==> config.mk <==
export PLATFORM = sky130hd
export DESIGN_NAME = instruction_fetch_ctrl_flat
export DESIGN_NICKNAME = d
export VERILOG_FILES = /design/src/rtl/instruction_fetch_ctrl_pkg.sv /design/src/rtl/instruction_fetch_ctrl_if.sv /design/src/rtl/instruction_fetch_ctrl_fetch_out_reg.sv /design/src/rtl/instruction_fetch_ctrl.sv /design/src/flat_wrapper.sv
export SDC_FILE = /design/constraint.sdc
export NUM_CORES = 1
export LEC_CHECK = 0
export ABC_AREA = 1
export ABC_CLOCK_PERIOD_IN_PS = 2000
export CORE_MARGIN = 5
export CORE_UTILIZATION = 44
export DETAILED_ROUTE_END_ITERATION = 7
export PLACE_DENSITY_LB_ADDON = 0.08
export SKIP_LAST_GASP = 1
export SLEW_MARGIN = 10
export SYNTH_ARGS = -nofsm -noshare
export SYNTH_HDL_FRONTEND = slang
export SYNTH_HIERARCHICAL = 1
export SYNTH_SLANG_ARGS = --single-unit
==> constraint.sdc <==
create_clock -name clk -period 2 [get_ports clk]
set_input_delay 0.3 -clock clk [delete_from_list [all_inputs] [get_ports clk]]
set_output_delay 0.3 -clock clk [all_outputs]
set_load 0.1 [all_outputs]
==> src/rtl/instruction_fetch_ctrl_pkg.sv <==
// rtl/instruction_fetch_ctrl_pkg.sv - shared types and constants for the instruction fetch controller
package instruction_fetch_ctrl_pkg;

  localparam int INSTR_W = 32;
  localparam int PC_STEP = 4;
  localparam logic [INSTR_W-1:0] HALT_INSTR_DEF = 32'hFFFF_FFFF;

  typedef enum logic [1:0] {
    IDLE   = 2'd0,
    RUN    = 2'd1,
    HALTED = 2'd2
  } fetch_state_e;

endpackage

==> src/rtl/instruction_fetch_ctrl_if.sv <==
// rtl/instruction_fetch_ctrl_if.sv - memory, control and decode-side signals of the fetch controller
interface instruction_fetch_ctrl_if #(
  parameter int PC_W = 10
);
  import instruction_fetch_ctrl_pkg::*;

  logic [PC_W-1:0]    im_pc;
  logic [INSTR_W-1:0] im_instr;
  logic               stall;
  logic               redirect_valid;
  logic [PC_W-1:0]    redirect_pc;
  logic               id_ready;
  logic               if_valid;
  logic [INSTR_W-1:0] if_instr;
  logic [PC_W-1:0]    if_pc;
  logic               halted;

  modport master (
    output im_pc,
    input  im_instr,
    input  stall,
    input  redirect_valid,
    input  redirect_pc,
    input  id_ready,
    output if_valid,
    output if_instr,
    output if_pc,
    output halted
  );

  modport slave (
    input  im_pc,
    output im_instr,
    output stall,
    output redirect_valid,
    output redirect_pc,
    output id_ready,
    input  if_valid,
    input  if_instr,
    input  if_pc,
    input  halted
  );

endinterface

==> src/rtl/instruction_fetch_ctrl_fetch_out_reg.sv <==
// rtl/instruction_fetch_ctrl_fetch_out_reg.sv - valid/ready output stage holding the fetched instruction
module instruction_fetch_ctrl_fetch_out_reg
  import instruction_fetch_ctrl_pkg::*;
#(
  parameter int PC_W = 10
) (
  input  logic               clk,
  input  logic               reset,
  input  logic               load_i,
  input  logic               flush_i,
  input  logic               drop_i,
  input  logic [INSTR_W-1:0] instr_i,
  input  logic [PC_W-1:0]    pc_i,
  output logic               valid_o,
  output logic [INSTR_W-1:0] instr_o,
  output logic [PC_W-1:0]    pc_o
);

  logic               valid_q;
  logic [INSTR_W-1:0] instr_q;
  logic [PC_W-1:0]    pc_q;

  // Flush only kills the valid bit; the stale payload is harmless behind it.
  always_ff @(posedge clk or posedge reset) begin
    if (reset) begin
      valid_q <= 1'b0;
      instr_q <= '0;
      pc_q    <= '0;
    end else if (flush_i) begin
      valid_q <= 1'b0;
    end else if (load_i) begin
      valid_q <= 1'b1;
      instr_q <= instr_i;
      pc_q    <= pc_i;
    end else if (drop_i) begin
      valid_q <= 1'b0;
    end
  end

  assign valid_o = valid_q;
  assign instr_o = instr_q;
  assign pc_o    = pc_q;

endmodule

==> src/rtl/instruction_fetch_ctrl.sv <==
// rtl/instruction_fetch_ctrl.sv - PC/FSM owner for the instruction memory; FETCH_STATS_EN adds fetch/redirect counters
module instruction_fetch_ctrl
  import instruction_fetch_ctrl_pkg::*;
#(
  parameter int                 PC_W       = 10,
  parameter logic [PC_W-1:0]    RESET_PC   = '0,
  parameter logic [INSTR_W-1:0] HALT_INSTR = HALT_INSTR_DEF
) (
  input  logic                       clk,
  input  logic                       reset,
  instruction_fetch_ctrl_if.master   bus
`ifdef FETCH_STATS_EN
  ,
  output logic [31:0]                fetch_count,
  output logic [15:0]                redirect_count
`endif
);

  fetch_state_e    state_q;
  logic [PC_W-1:0] pc_q;
  logic            halted_q;
  logic            redir;
  logic            fire;
  logic            drop;
  logic [PC_W-1:0] redirect_target;
  logic            unused_redirect_lsb;

  assign redir           = bus.redirect_valid && (state_q != IDLE);
  assign redirect_target = {bus.redirect_pc[PC_W-1:2], 2'b00};
  assign unused_redirect_lsb = &{1'b0, bus.redirect_pc[1:0]};

  // Redirect outranks stall, and stall outranks both fetch and the decode-side bubble.
  assign fire = !redir && (state_q == RUN) && !bus.stall && (!bus.if_valid || bus.id_ready);
  assign drop = !redir && !fire && !bus.stall && bus.id_ready && bus.if_valid;

  always_ff @(posedge clk or posedge reset) begin
    if (reset) begin
      state_q  <= IDLE;
      pc_q     <= RESET_PC;
      halted_q <= 1'b0;
    end else if (redir) begin
      state_q  <= RUN;
      pc_q     <= redirect_target;
      halted_q <= 1'b0;
    end else begin
      case (state_q)
        IDLE: state_q <= RUN;
        RUN: begin
          if (fire) begin
            pc_q <= pc_q + PC_W'(PC_STEP);
            if (bus.im_instr == HALT_INSTR) begin
              state_q  <= HALTED;
              halted_q <= 1'b1;
            end
          end
        end
        HALTED: state_q <= HALTED;
        default: begin
          state_q  <= IDLE;
          halted_q <= 1'b0;
        end
      endcase
    end
  end

  assign bus.im_pc  = pc_q;
  assign bus.halted = halted_q;

  instruction_fetch_ctrl_fetch_out_reg #(
    .PC_W (PC_W)
  ) u_out (
    .clk     (clk),
    .reset   (reset),
    .load_i  (fire),
    .flush_i (redir),
    .drop_i  (drop),
    .instr_i (bus.im_instr),
    .pc_i    (pc_q),
    .valid_o (bus.if_valid),
    .instr_o (bus.if_instr),
    .pc_o    (bus.if_pc)
  );

`ifdef FETCH_STATS_EN
  logic [31:0] fetch_count_q;
  logic [15:0] redirect_count_q;

  always_ff @(posedge clk or posedge reset) begin
    if (reset) begin
      fetch_count_q    <= '0;
      redirect_count_q <= '0;
    end else begin
      if (fire && (fetch_count_q != '1)) fetch_count_q <= fetch_count_q + 32'd1;
      if (redir && (redirect_count_q != '1)) redirect_count_q <= redirect_count_q + 16'd1;
    end
  end

  assign fetch_count    = fetch_count_q;
  assign redirect_count = redirect_count_q;
`endif

endmodule

==> src/flat_wrapper.sv <==
// flat-port wrapper written by rule: the top's interface ports become plain ports
module instruction_fetch_ctrl_flat import instruction_fetch_ctrl_pkg::*;
#(
  parameter int                 PC_W       = 10,
  parameter logic [PC_W-1:0]    RESET_PC   = '0,
  parameter logic [INSTR_W-1:0] HALT_INSTR = HALT_INSTR_DEF
)
  (clk, reset, bus_im_pc, bus_im_instr, bus_stall, bus_redirect_valid, bus_redirect_pc, bus_id_ready, bus_if_valid, bus_if_instr, bus_if_pc, bus_halted);
  instruction_fetch_ctrl_if #(.PC_W(PC_W)) bus_i ();
  input  logic clk;
  input  logic reset;
  output wire logic [$bits(bus_i.im_pc)-1:0] bus_im_pc;
  input wire logic [$bits(bus_i.im_instr)-1:0] bus_im_instr;
  input wire logic [$bits(bus_i.stall)-1:0] bus_stall;
  input wire logic [$bits(bus_i.redirect_valid)-1:0] bus_redirect_valid;
  input wire logic [$bits(bus_i.redirect_pc)-1:0] bus_redirect_pc;
  input wire logic [$bits(bus_i.id_ready)-1:0] bus_id_ready;
  output wire logic [$bits(bus_i.if_valid)-1:0] bus_if_valid;
  output wire logic [$bits(bus_i.if_instr)-1:0] bus_if_instr;
  output wire logic [$bits(bus_i.if_pc)-1:0] bus_if_pc;
  output wire logic [$bits(bus_i.halted)-1:0] bus_halted;
  assign bus_im_pc = bus_i.im_pc;
  assign bus_i.im_instr = bus_im_instr;
  assign bus_i.stall = bus_stall;
  assign bus_i.redirect_valid = bus_redirect_valid;
  assign bus_i.redirect_pc = bus_redirect_pc;
  assign bus_i.id_ready = bus_id_ready;
  assign bus_if_valid = bus_i.if_valid;
  assign bus_if_instr = bus_i.if_instr;
  assign bus_if_pc = bus_i.if_pc;
  assign bus_halted = bus_i.halted;
  instruction_fetch_ctrl #(.PC_W(PC_W), .RESET_PC(RESET_PC), .HALT_INSTR(HALT_INSTR)) u_core (.clk(clk), .reset(reset), .bus(bus_i));
endmodule
# Word level (Yosys, flattened, before mapping)
# Index checks and enable logic that the tools add are counted.
dict set report op_classes {
  div_mod_pow 0
  n_shift 0
  n_lt_le_gt_ge 0
  n_bitwise 1
  n_mul 0
  add_sub_neg 1
  eq_ne 6
  reduce_logical 23
  n_mux 14
}
# cell n
set op_table {}
lappend op_table {{32-bit equality test, second input constant} 1}
lappend op_table {{10-bit 2-to-1 mux} 3}
lappend op_table {{10-bit by 3-bit adder with 10-bit output, second input constant} 1}
lappend op_table {{1-bit logical AND} 8}
lappend op_table {{1-bit 2-to-1 mux} 6}
lappend op_table {{2-bit 2-to-1 mux} 3}
lappend op_table {{2-bit case mux with 3 select lines} 1}
lappend op_table {{2-bit AND reduction} 3}
lappend op_table {{2-bit nonzero test} 3}
lappend op_table {{1-bit zero test} 4}
lappend op_table {{3-bit by 1-bit inequality test with 1-bit output, second input constant} 1}
lappend op_table {{3-bit by 2-bit inequality test with 1-bit output, second input constant} 1}
lappend op_table {{3-bit AND reduction} 1}
lappend op_table {{3-bit nonzero test} 1}
lappend op_table {{2-bit by 1-bit equality test with 1-bit output, second input constant} 1}
lappend op_table {{2-bit equality test, second input constant} 1}
lappend op_table {{2-bit zero test} 1}
lappend op_table {{2-bit by 1-bit inequality test with 1-bit output, second input constant} 1}
lappend op_table {{1-bit case mux with 2 select lines} 1}
lappend op_table {{2-bit OR reduction} 1}
lappend op_table {{1-bit logical OR} 1}
lappend op_table {{1-bit NOT} 1}
dict set report totals {
  mem_count 0
  latch_bits 0
  regBits 56
  ram_bits 0
  elab_cells 51
  mem_bits_ro 0
  output_inout_bits 54
}

# Logic depth before layout (Yosys ltp)
# Gate-level depths: netlist (run 1).
dict set report depth {
  ltp_word 14
  mapped_depth 12
  ltp_nobuf 12
}

# Modules after synthesis
# Netlist (run 1), hierarchy kept.
# module area_each_um2 cells_per_inst instances
set by_module_without_submodules {}
lappend by_module_without_submodules {instruction_fetch_ctrl_fetch_out_reg 1794.2 188 1}
lappend by_module_without_submodules {instruction_fetch_ctrl 923.4 147 1}

# Worst setup path after synthesis (run 1)
# No wires, ideal clock.
dict set report synth_timing {
  kind {flip-flop to flip-flop}
  startpoint {reg u_core.pc_q[2], in the netlist u_core/bus.im_pc[2]}
  endpoint {reg u_core.pc_q[8], in the netlist u_core/bus.im_pc[8]}
  setup_ns 0.124
  synth_period_minus_slack_ns 2.024
  stages_incl_launch_ff 9
  t_required_ns 1.876
  slack_ns -0.024
  n_path_buf 0
  arrival_time_ns 1.900
  path_cell_list {dfrtp_1 ha_1 nand3_1 nor2_1 nand2_1 nand2_1 nand3_1 nand3_1 o21ai_1}
}
dict set report synth_via {
  elab_chain_len 4
}
# element line
set synth_rtl {}
lappend synth_rtl {{start, declared} instruction_fetch_ctrl.sv:20} ;# logic [PC_W-1:0] pc_q;
lappend synth_rtl {{start signal, assigned} instruction_fetch_ctrl.sv:43} ;# pc_q <= redirect_target;
lappend synth_rtl {{start signal, assigned} instruction_fetch_ctrl.sv:50} ;# pc_q <= pc_q + PC_W'(PC_STEP);
lappend synth_rtl {{10-bit by 3-bit adder with 10-bit output} instruction_fetch_ctrl.sv:50}
lappend synth_rtl {{10-bit 2-to-1 mux} instruction_fetch_ctrl.sv:49} ;# if (fire) begin
lappend synth_rtl {{10-bit 2-to-1 mux} instruction_fetch_ctrl.sv:46} ;# case (state_q)
lappend synth_rtl {{10-bit 2-to-1 mux} instruction_fetch_ctrl.sv:41} ;# end else if (redir) begin
# No other way between the ends. The select of a mux whose other input is x is not followed.
# A chain may end at the register's enable or synchronous reset.

# Worst setup path after layout (run 1)
dict set report layout_timing {
  startpoint {reg u_core.state_q[0]}
  endpoint {reg u_core.u_out.instr_q[6], in the netlist u_core/u_out/instr_o[6]}
}
dict set report layout_via {
  elab_chain_len 7
  elab_cells_between_ends 9
  classes_between {eq/ne: 1; bitwise: 1; reduce/logical: 7}
}
# element line
set layout_rtl {}
lappend layout_rtl {{start, declared} instruction_fetch_ctrl.sv:19} ;# fetch_state_e state_q;
lappend layout_rtl {{start signal, assigned} instruction_fetch_ctrl.sv:38} ;# state_q <= IDLE;
lappend layout_rtl {{start signal, assigned} instruction_fetch_ctrl.sv:42} ;# state_q <= RUN;
lappend layout_rtl {{start signal, assigned} instruction_fetch_ctrl.sv:47} ;# IDLE: state_q <= RUN;
lappend layout_rtl {{2-bit nonzero test} instruction_fetch_ctrl.sv:28} ;# assign redir = bus.redirect_valid && (state_q != IDLE);
lappend layout_rtl {{1-bit logical AND} instruction_fetch_ctrl.sv:28}
lappend layout_rtl {{1-bit zero test} instruction_fetch_ctrl.sv:33} ;# assign fire = !redir && (state_q == RUN) && !bus.stall && (!bus.if_valid || bus.id_ready);
lappend layout_rtl {{1-bit logical AND * (3 in series)} instruction_fetch_ctrl.sv:33}
lappend layout_rtl {{net u_core.fire} instruction_fetch_ctrl.sv:23} ;# logic fire;
lappend layout_rtl {{2-bit AND reduction (no line) *} n/a}
lappend layout_rtl {{end signal, assigned} instruction_fetch_ctrl_fetch_out_reg.sv:33} ;# instr_q <= instr_i;
lappend layout_rtl {{end, declared} instruction_fetch_ctrl_fetch_out_reg.sv:20} ;# logic [INSTR_W-1:0] instr_q;
# Mark *: on every way through the listed nets, which the timed path passes. The rest lies on a longest branch.

==> results of run 1 <==
## metrics by stage
step                area (um2)  util [%]  worst slack (ns)  cells
floorplan                 2731         -           0.08955    338
global placement          3576     60.04           0.03894    501
detailed placement        3576     60.04           0.01201    501
CTS                       3666     61.55           0.02824    509
global route              3735     62.71          0.002306    512
finish                    3735     62.71            0.1286    512
## per-layer routing
layer  GRT usage, %  share of wire (%)  up-vias
li1               -                  -     1261
met1          24.91                 43     1174
met2          30.12                 50       58
met3          3.911                6.2        7
met4          5.082               0.95        0
met5              0                  0        -
## timing repair
action / in CTS / in global routing
buffers inserted: 0 / 2
endpoints found under the setup margin: 0 / 51
resized for setup: 0 / 9
## kinds of logic after synthesis
group	count (synthesis)	synth area share, %
xor+xnor	3	0.9670
fa+ha+maj	4	1.842
compound gates	14	2.762
flops	54	49.72
buf+inv	35	8.609
simple gates	224	35.96
other cells	1	0.1380
## how the worst max path moves through the flow
stage,endpoint,start
2_1_floorplan,u_core/bus.im_pc[9],u_core/bus.im_pc[4]
3_3_place_gp,u_core/u_out/instr_o[31],bus_redirect_valid
3_5_place_dp,u_core/u_out/instr_o[29],bus_redirect_valid
4_1_cts,u_core/u_out/instr_o[6],u_core/state_q[1]
5_1_grt,u_core/bus.im_pc[9],u_core/state_q[0]
6_report,u_core/u_out/instr_o[6],u_core/state_q[0]
## cells in the mapped netlist (2+ instances only)
| master | n | area [um2] |
|---|---|---|
| nand2_1 | 135 | 506.7 |
| nor2_1 | 17 | 63.81 |
| clkbuf_4 | 2 | 15.01 |
| buf_6 | 6 | 67.56 |
| ha_1 | 4 | 50.05 |
| o21ai_1 | 11 | 55.05 |
| nor2_2 | 2 | 12.51 |
| dfrtp_1 | 54 | 1351 |
| nand2_2 | 10 | 62.56 |
| nand4_1 | 3 | 18.77 |
| buf_4 | 8 | 60.06 |
| inv_1 | 15 | 56.30 |
| o211ai_1 | 2 | 15.01 |
| xor2_1 | 2 | 17.52 |
| nand3_1 | 54 | 270.3 |
## layout make-up
type                            instances  area [um2]
Clock buffer                            5       68.82
Clock inverter                          3       21.27
Fill cell                             566        2221
Inverter                               17       66.31
Multi-Input combinational cell        250        1190
Sequential cell                        54        1354
Tap cell                               75       93.84
Timing Repair Buffer                  108       940.9
## sequential cells by signal, summed over array words and instances (netlist names)
signal	count
u_core/bus.halted	1
u_core/bus.im_pc	8
u_core/state_q	2
u_core/u_out/instr_o	32
u_core/u_out/pc_o	10
u_core/u_out/valid_o	1
==> results by group, run 1 <==
Route
  – Avg WL per Cell: 13.99 um
  – Ratio of routed vias to standard cells: between 4 and 5
  – Detailed-route wire length: between 7000 and 8000 um
  – Remaining antenna violation count after routing: 0
  – Routed vias: 2,500
  – DRT iter0 DRCs: 99
  – Detailed-route DRC error count: 0
  – First-pass iteration count of the detailed router: 4

Setup path
  – Required @ worst endpoint: around 2.2 ns
  – Worst setup SP type: flop
  – Crit path largest cell delay: between 0.4 and 0.5 ns
  – CP Cell Sequence: inv_1, ha_4, inv_1, nand2_4, nand2_2, nor3_4, buf_12, nand2_8, nand2_2, nand2_1
  – Category of the most critical setup path: flop to flop
  – Critical path depth: 10
  – Buffers & Inverters on Critical Path: 3
  – Startpoint of the lowest-slack register-to-register path: u_core/state_q[0]
  – CP max FO: 22
  – Endpoint of the most critical register-to-register path: u_core/u_out/instr_o[6]
  – Worst reg-to-reg path cell count: 10
  – Crit. End Element: flop
  – FF-to-FF setup slack: 0.13 ns
  – Critical-path top delay cell: dfrtp_1
  – Delay-heaviest family, CP: simple AND/OR/NAND/NOR gates
  – Worst Path Arrival: slightly above 2 ns

Floorplanning
  – Area of the core region: between 5000 and 6000 um2
  – # IOs: a little over 100
  – Effective utilization at floorplan: a little under half
  – Die area: 7848 um2
  – Die H: roughly 90 um
  – Die X-Extent: about 90 um
  – Cell Rows: 28

GRT
  – Number of antenna violations at the first check in global routing: 0
  – Aggregate global routing overflow: 0
  – Pin count of the biggest net entering global routing: 44
  – Wire length of the first global-routing pass: about 11,000 um
  – Global-route total usage across every layer: 18.43%
  – Number of global-route vias before repair: between 2,000 and 2,500

Job
  – Count of max-cap constraint violations: 0

Cells and area
  – Antenna diodes: 0
  – P&R area growth vs syn: 37.43%
  – Net count of the finished layout: 487
  – Most frequent cells in the layout: 133 x nand2_1, 61 x buf_4, 54 x nand3_1
  – Layout cell share with drive strength beyond 1: 22.20%
  – Most common library cell in the layout ignoring fill and taps: nand2_1

Logic synthesis
  – Share of synthesized registers carrying an async set or reset: 100.0%
  – Number of flip-flops and latches in the synthesized netlist: 54
  – Post-synth top flop: dfrtp_1
  – Register area share after synthesis: 49.72%
  – Number of warning messages in the yosys log: 6
  – Number of enable flip-flop cells after synthesis: 0
  – Post-synthesis average cell area: between 8 and 9 um2
  – Cell variety after synth: 25
  – Post-Syn Area: between 2000 and 3000 um2
  – Cells after Synth: 335

Timing
  – Shortest clock period the worst path allows after layout: around 1.9 ns
  – Share of the clock period used by the worst path: just over 90%
  – Final-layout setup total negative slack: 0 ns
  – Count of final max-slew check failures: 0
  – Final Hold Violating Endpoints: 0
  – Maximum clock rate: 534.4 MHz
  – Setup-failing EPs final: 0
  – RSZ-0062 raised after global routing: no
  – Final-layout worst hold slack: ~0.32 ns
  – Final Skew: approximately 0.015 ns

Placement
  – Port bufs: 96
  – HPWL Detailed: just over 5000 um
  – Final RePlAce weighted congestion: roughly 0.8

CTS
  – Clock latency on the worst-skew pair: around 0.31 ns
  – Count of clock tree sinks: between 50 and 60
  – CTS H-tree depth: 2
  – Count of hold buffers inserted by post-cts repair: 0
  – Clock Root Buffer: clkbuf_8
  – Clock Tree Buf Depth: 2
  – CTS tree: done
  – Cts bufs inserted: 5
  – Clock-pin slew on the worst setup and hold paths: around 0.11 ns

Worst hold path
  – Hold/Removal Path Class: primary input to asynchronous set/reset pin

Run status
  – Outcome: complete, no violations
Power of run 1 is not shown: default switching activity piles up to over one toggle a cycle in this logic, so the estimate is an artifact.
==> inputs of run 2 (changes only) <==
HOLD_SLACK_MARGIN = 0.12   (was default)
==> results of run 2 <==
The final DEF is identical to that of run 1; final timing and power are the same.
Power of run 2 is left out for the same reason.
==> inputs of run 3 (changes only) <==
ABC_CLOCK_PERIOD_IN_PS = 1880   (was 2000)
PLACE_DENSITY = 0.78   (was default)
PLACE_DENSITY_LB_ADDON = default   (was 0.08)
clock period = 1.88 ns   (was 2 ns; I/O delays follow)
==> run 3 against run 2 <==
  * Setup slack lost 0.093 ns
  * Clock-buffer cell count is 1 higher
  * Sequential share of layout area fell by 1.5 points
  * Non-clock buffer count increased by 2
  * Clock skew is 0.0010 ns higher
  * Core utilization is 2.7 points higher
  * Die area did not move
  * Design area grew 4.4%
  * Maximum frequency grew 1.5%
  * First-iteration DRC count increased by 41%
  * Global-route usage fell by 0.28 points
  * Via count is 4.2% higher
  * Critical endpoint is now u_core/bus.im_pc[9]
  * Largest cell class unchanged
  * Highest routed layer unchanged
==> results by group, run 3 (same netlist as run 1, synthesis figures left out) <==
Setup path
  – Worst Path Arrival: 2.05 ns (was 2.07 ns)
  – Startpoint of the lowest-slack register-to-register path: u_core/state_q[1] (was u_core/state_q[0])
  – Category of the most critical setup path: flop to flop (unchanged)
  – Worst reg-to-reg path cell count: 12 (was 10)
  – Required @ worst endpoint: 2.09 ns (was 2.20 ns)
  – Worst setup SP type: flop (unchanged)
  – Crit. End Element: flop (unchanged)
  – Endpoint of the most critical register-to-register path: u_core/bus.im_pc[9] (was u_core/u_out/instr_o[6])
  – FF-to-FF setup slack: 0.04 ns (was 0.13 ns)
  – CP max FO: 5 (was 22)

Placement
  – Port bufs: 96 (unchanged)
  – Dpl ws: 0.01738 ns (was 0.01201 ns)
  – Final RePlAce weighted congestion: 0.8055 (was 0.8054)
  – HPWL Detailed: 5141 um (was 5097 um)

CTS
  – Count of clock tree sinks: 54 (unchanged)
  – Clock Root Buffer: clkbuf_8 (unchanged)
  – Cts bufs inserted: 5 (unchanged)
  – Clock-pin slew on the worst setup and hold paths: 0.10 ns (was 0.11 ns)
  – CTS H-tree depth: 2 (unchanged)
  – Clock Tree Buf Depth: 2 (unchanged)
  – Count of hold buffers inserted by post-cts repair: 0 (unchanged)
  – CTS tree: done (unchanged)
  – Clock latency on the worst-skew pair: 0.31 ns (about the same)

Timing
  – Maximum clock rate: 542.3 MHz (was 534.4 MHz)
  – Count of final max-slew check failures: 0 (unchanged)
  – Share of the clock period used by the worst path: 98.09% (was 93.57%)
  – Final setup margin: 0.03599 ns (was 0.1286 ns)
  – Final Hold Violating Endpoints: 0 (unchanged)
  – Shortest clock period the worst path allows after layout: 1.844 ns (was 1.871 ns)
  – Setup-failing EPs final: 0 (unchanged)
  – RSZ-0062 raised after global routing: yes (was no)
  – Final-layout setup total negative slack: 0 ns (unchanged)
  – Final Skew: 0.01558 ns (was 0.01457 ns)

GRT
  – Aggregate global routing overflow: 0 (unchanged)
  – Global-route total usage across every layer: 18.15% (was 18.43%)
  – Number of global-route vias before repair: 2,441 (was 2,376)
  – Wire length of the first global-routing pass: 11,270 um (was 11,240 um)
  – Pin count of the biggest net entering global routing: 44 (unchanged)
  – Number of antenna violations at the first check in global routing: 0 (unchanged)

Route
  – Avg WL per Cell: 14.13 um (was 13.99 um)
  – First-pass iteration count of the detailed router: 4 (unchanged)
  – Detailed-route wire length: 7265 um (was 7161 um)
  – Detailed-route DRC error count: 0 (unchanged)
  – DRT iter0 DRCs: 140 (was 99)
  – Remaining antenna violation count after routing: 0 (unchanged)
  – Ratio of routed vias to standard cells: 5.068 (was 4.883)
  – Routed vias: 2,605 (was 2,500)

Cells and area
  – P&R area growth vs syn: 43.42% (was 37.43%)
  – Number of flip-flops under the largest register name: 32 (unchanged)
  – Most common library cell in the layout ignoring fill and taps: nand2_1 (unchanged)
  – Post-layout utilization of the core: 65.44% (was 62.71%)
  – Antenna diodes: 0 (unchanged)
  – Most frequent cells in the layout: 135 x nand2_1, 54 x buf_4, 53 x nand3_1 (was 133 x nand2_1, 61 x buf_4, 54 x nand3_1)
  – Layout cell share with drive strength beyond 1: 22.55% (was 22.20%)
  – Net count of the finished layout: 489 (was 487)

Worst hold path
  – Hold/Removal Path Class: primary input to asynchronous set/reset pin (unchanged)

Job
  – Count of max-cap constraint violations: 0 (unchanged)

Floorplanning
  – # IOs: 101 (unchanged)
  – Area of the core region: 5956 um2 (unchanged)
  – Effective utilization at floorplan: 45.63% (unchanged)
  – Die area: 7848 um2 (unchanged)
  – Cell Rows: 28 (unchanged)
  – Die H: 88.59 um (unchanged)
  – Die X-Extent: 88.59 um (unchanged)

Run status
  – Outcome: complete, no violations (unchanged)
[run 3: changes by cell type in the layout (fill, tap and decap cells not counted), sizes merged]
cell	change
clkbuf	+2
buf	+1
clkinvlp	-1
bufinv	+1
clkinv	-2
inv	+1
[run 3: worst max-delay path by stage]
stage	from	to	slack (ns)	cells past startpoint
global placement	bus_redirect_valid	u_core/u_out/instr_o[30]	0.06	8
floorplan	u_core/u_out/valid_o	u_core/u_out/pc_o[9]	0.007	7
CTS	u_core/state_q[1]	u_core/u_out/pc_o[5]	0.02	10
finish	u_core/state_q[1]	u_core/bus.im_pc[9]	0.04	12
global route	u_core/state_q[1]	u_core/u_out/instr_o[11]	-0.06	11
detailed placement	bus_redirect_valid	u_core/u_out/instr_o[22]	0.02	8
[run 3: cell type report]
type / count / area, um2
Fill cell: 501 / 2058
Sequential cell: 54 / 1355
Multi-Input combinational cell: 250 / 1176
Timing Repair Buffer: 110 / 1082
Tap cell: 75 / 93.84
Clock buffer: 6 / 82.58
Inverter: 17 / 68.82
Clock inverter: 2 / 38.79
[run 3: what timing repair did]
item | 4_1_cts | 5_1_grt
buffers inserted | 0 | 3
endpoints found under the hold margin | 0 | 0
endpoints found under the setup margin | 0 | 46
gates resized for setup | 0 | 7
[run 3: routing by layer]
layer | vias up | track usage, % | routed length (um) | part of all wire, %
met5 | - | 0 | 0 | 0
met4 | 0 | 5.769 | 133 | 1.8
met3 | 12 | 2.980 | 577 | 7.9
met2 | 92 | 29.91 | 3558 | 49
met1 | 1238 | 24.56 | 2995 | 41
li1 | 1263 | - | - | -
[run 3: worst max-delay path: stages (launching register included)]
cell and delay, ns:
dfrtp_1 0.44, inv_2 0.09, ha_2 0.19, inv_1 0.04
nand2_1 0.09, nand2_2 0.09, nor3_4 0.21, buf_4 0.16
buf_4 0.11, o21ai_1 0.06, buf_4 0.15, nand2_1 0.06
nand2_1 0.06
[run 3: through the flow]
stage,hold WS (ns),area [um2],std cells
after global placement,0.4548,3690,501
final,0.3106,3897,514
after detailed placement,0.4594,3690,501
after CTS,0.3139,3811,509
after global routing,0.3484,3897,514
after floorplan,0.1342,2733,338
Power of run 3 is left out for the same reason.
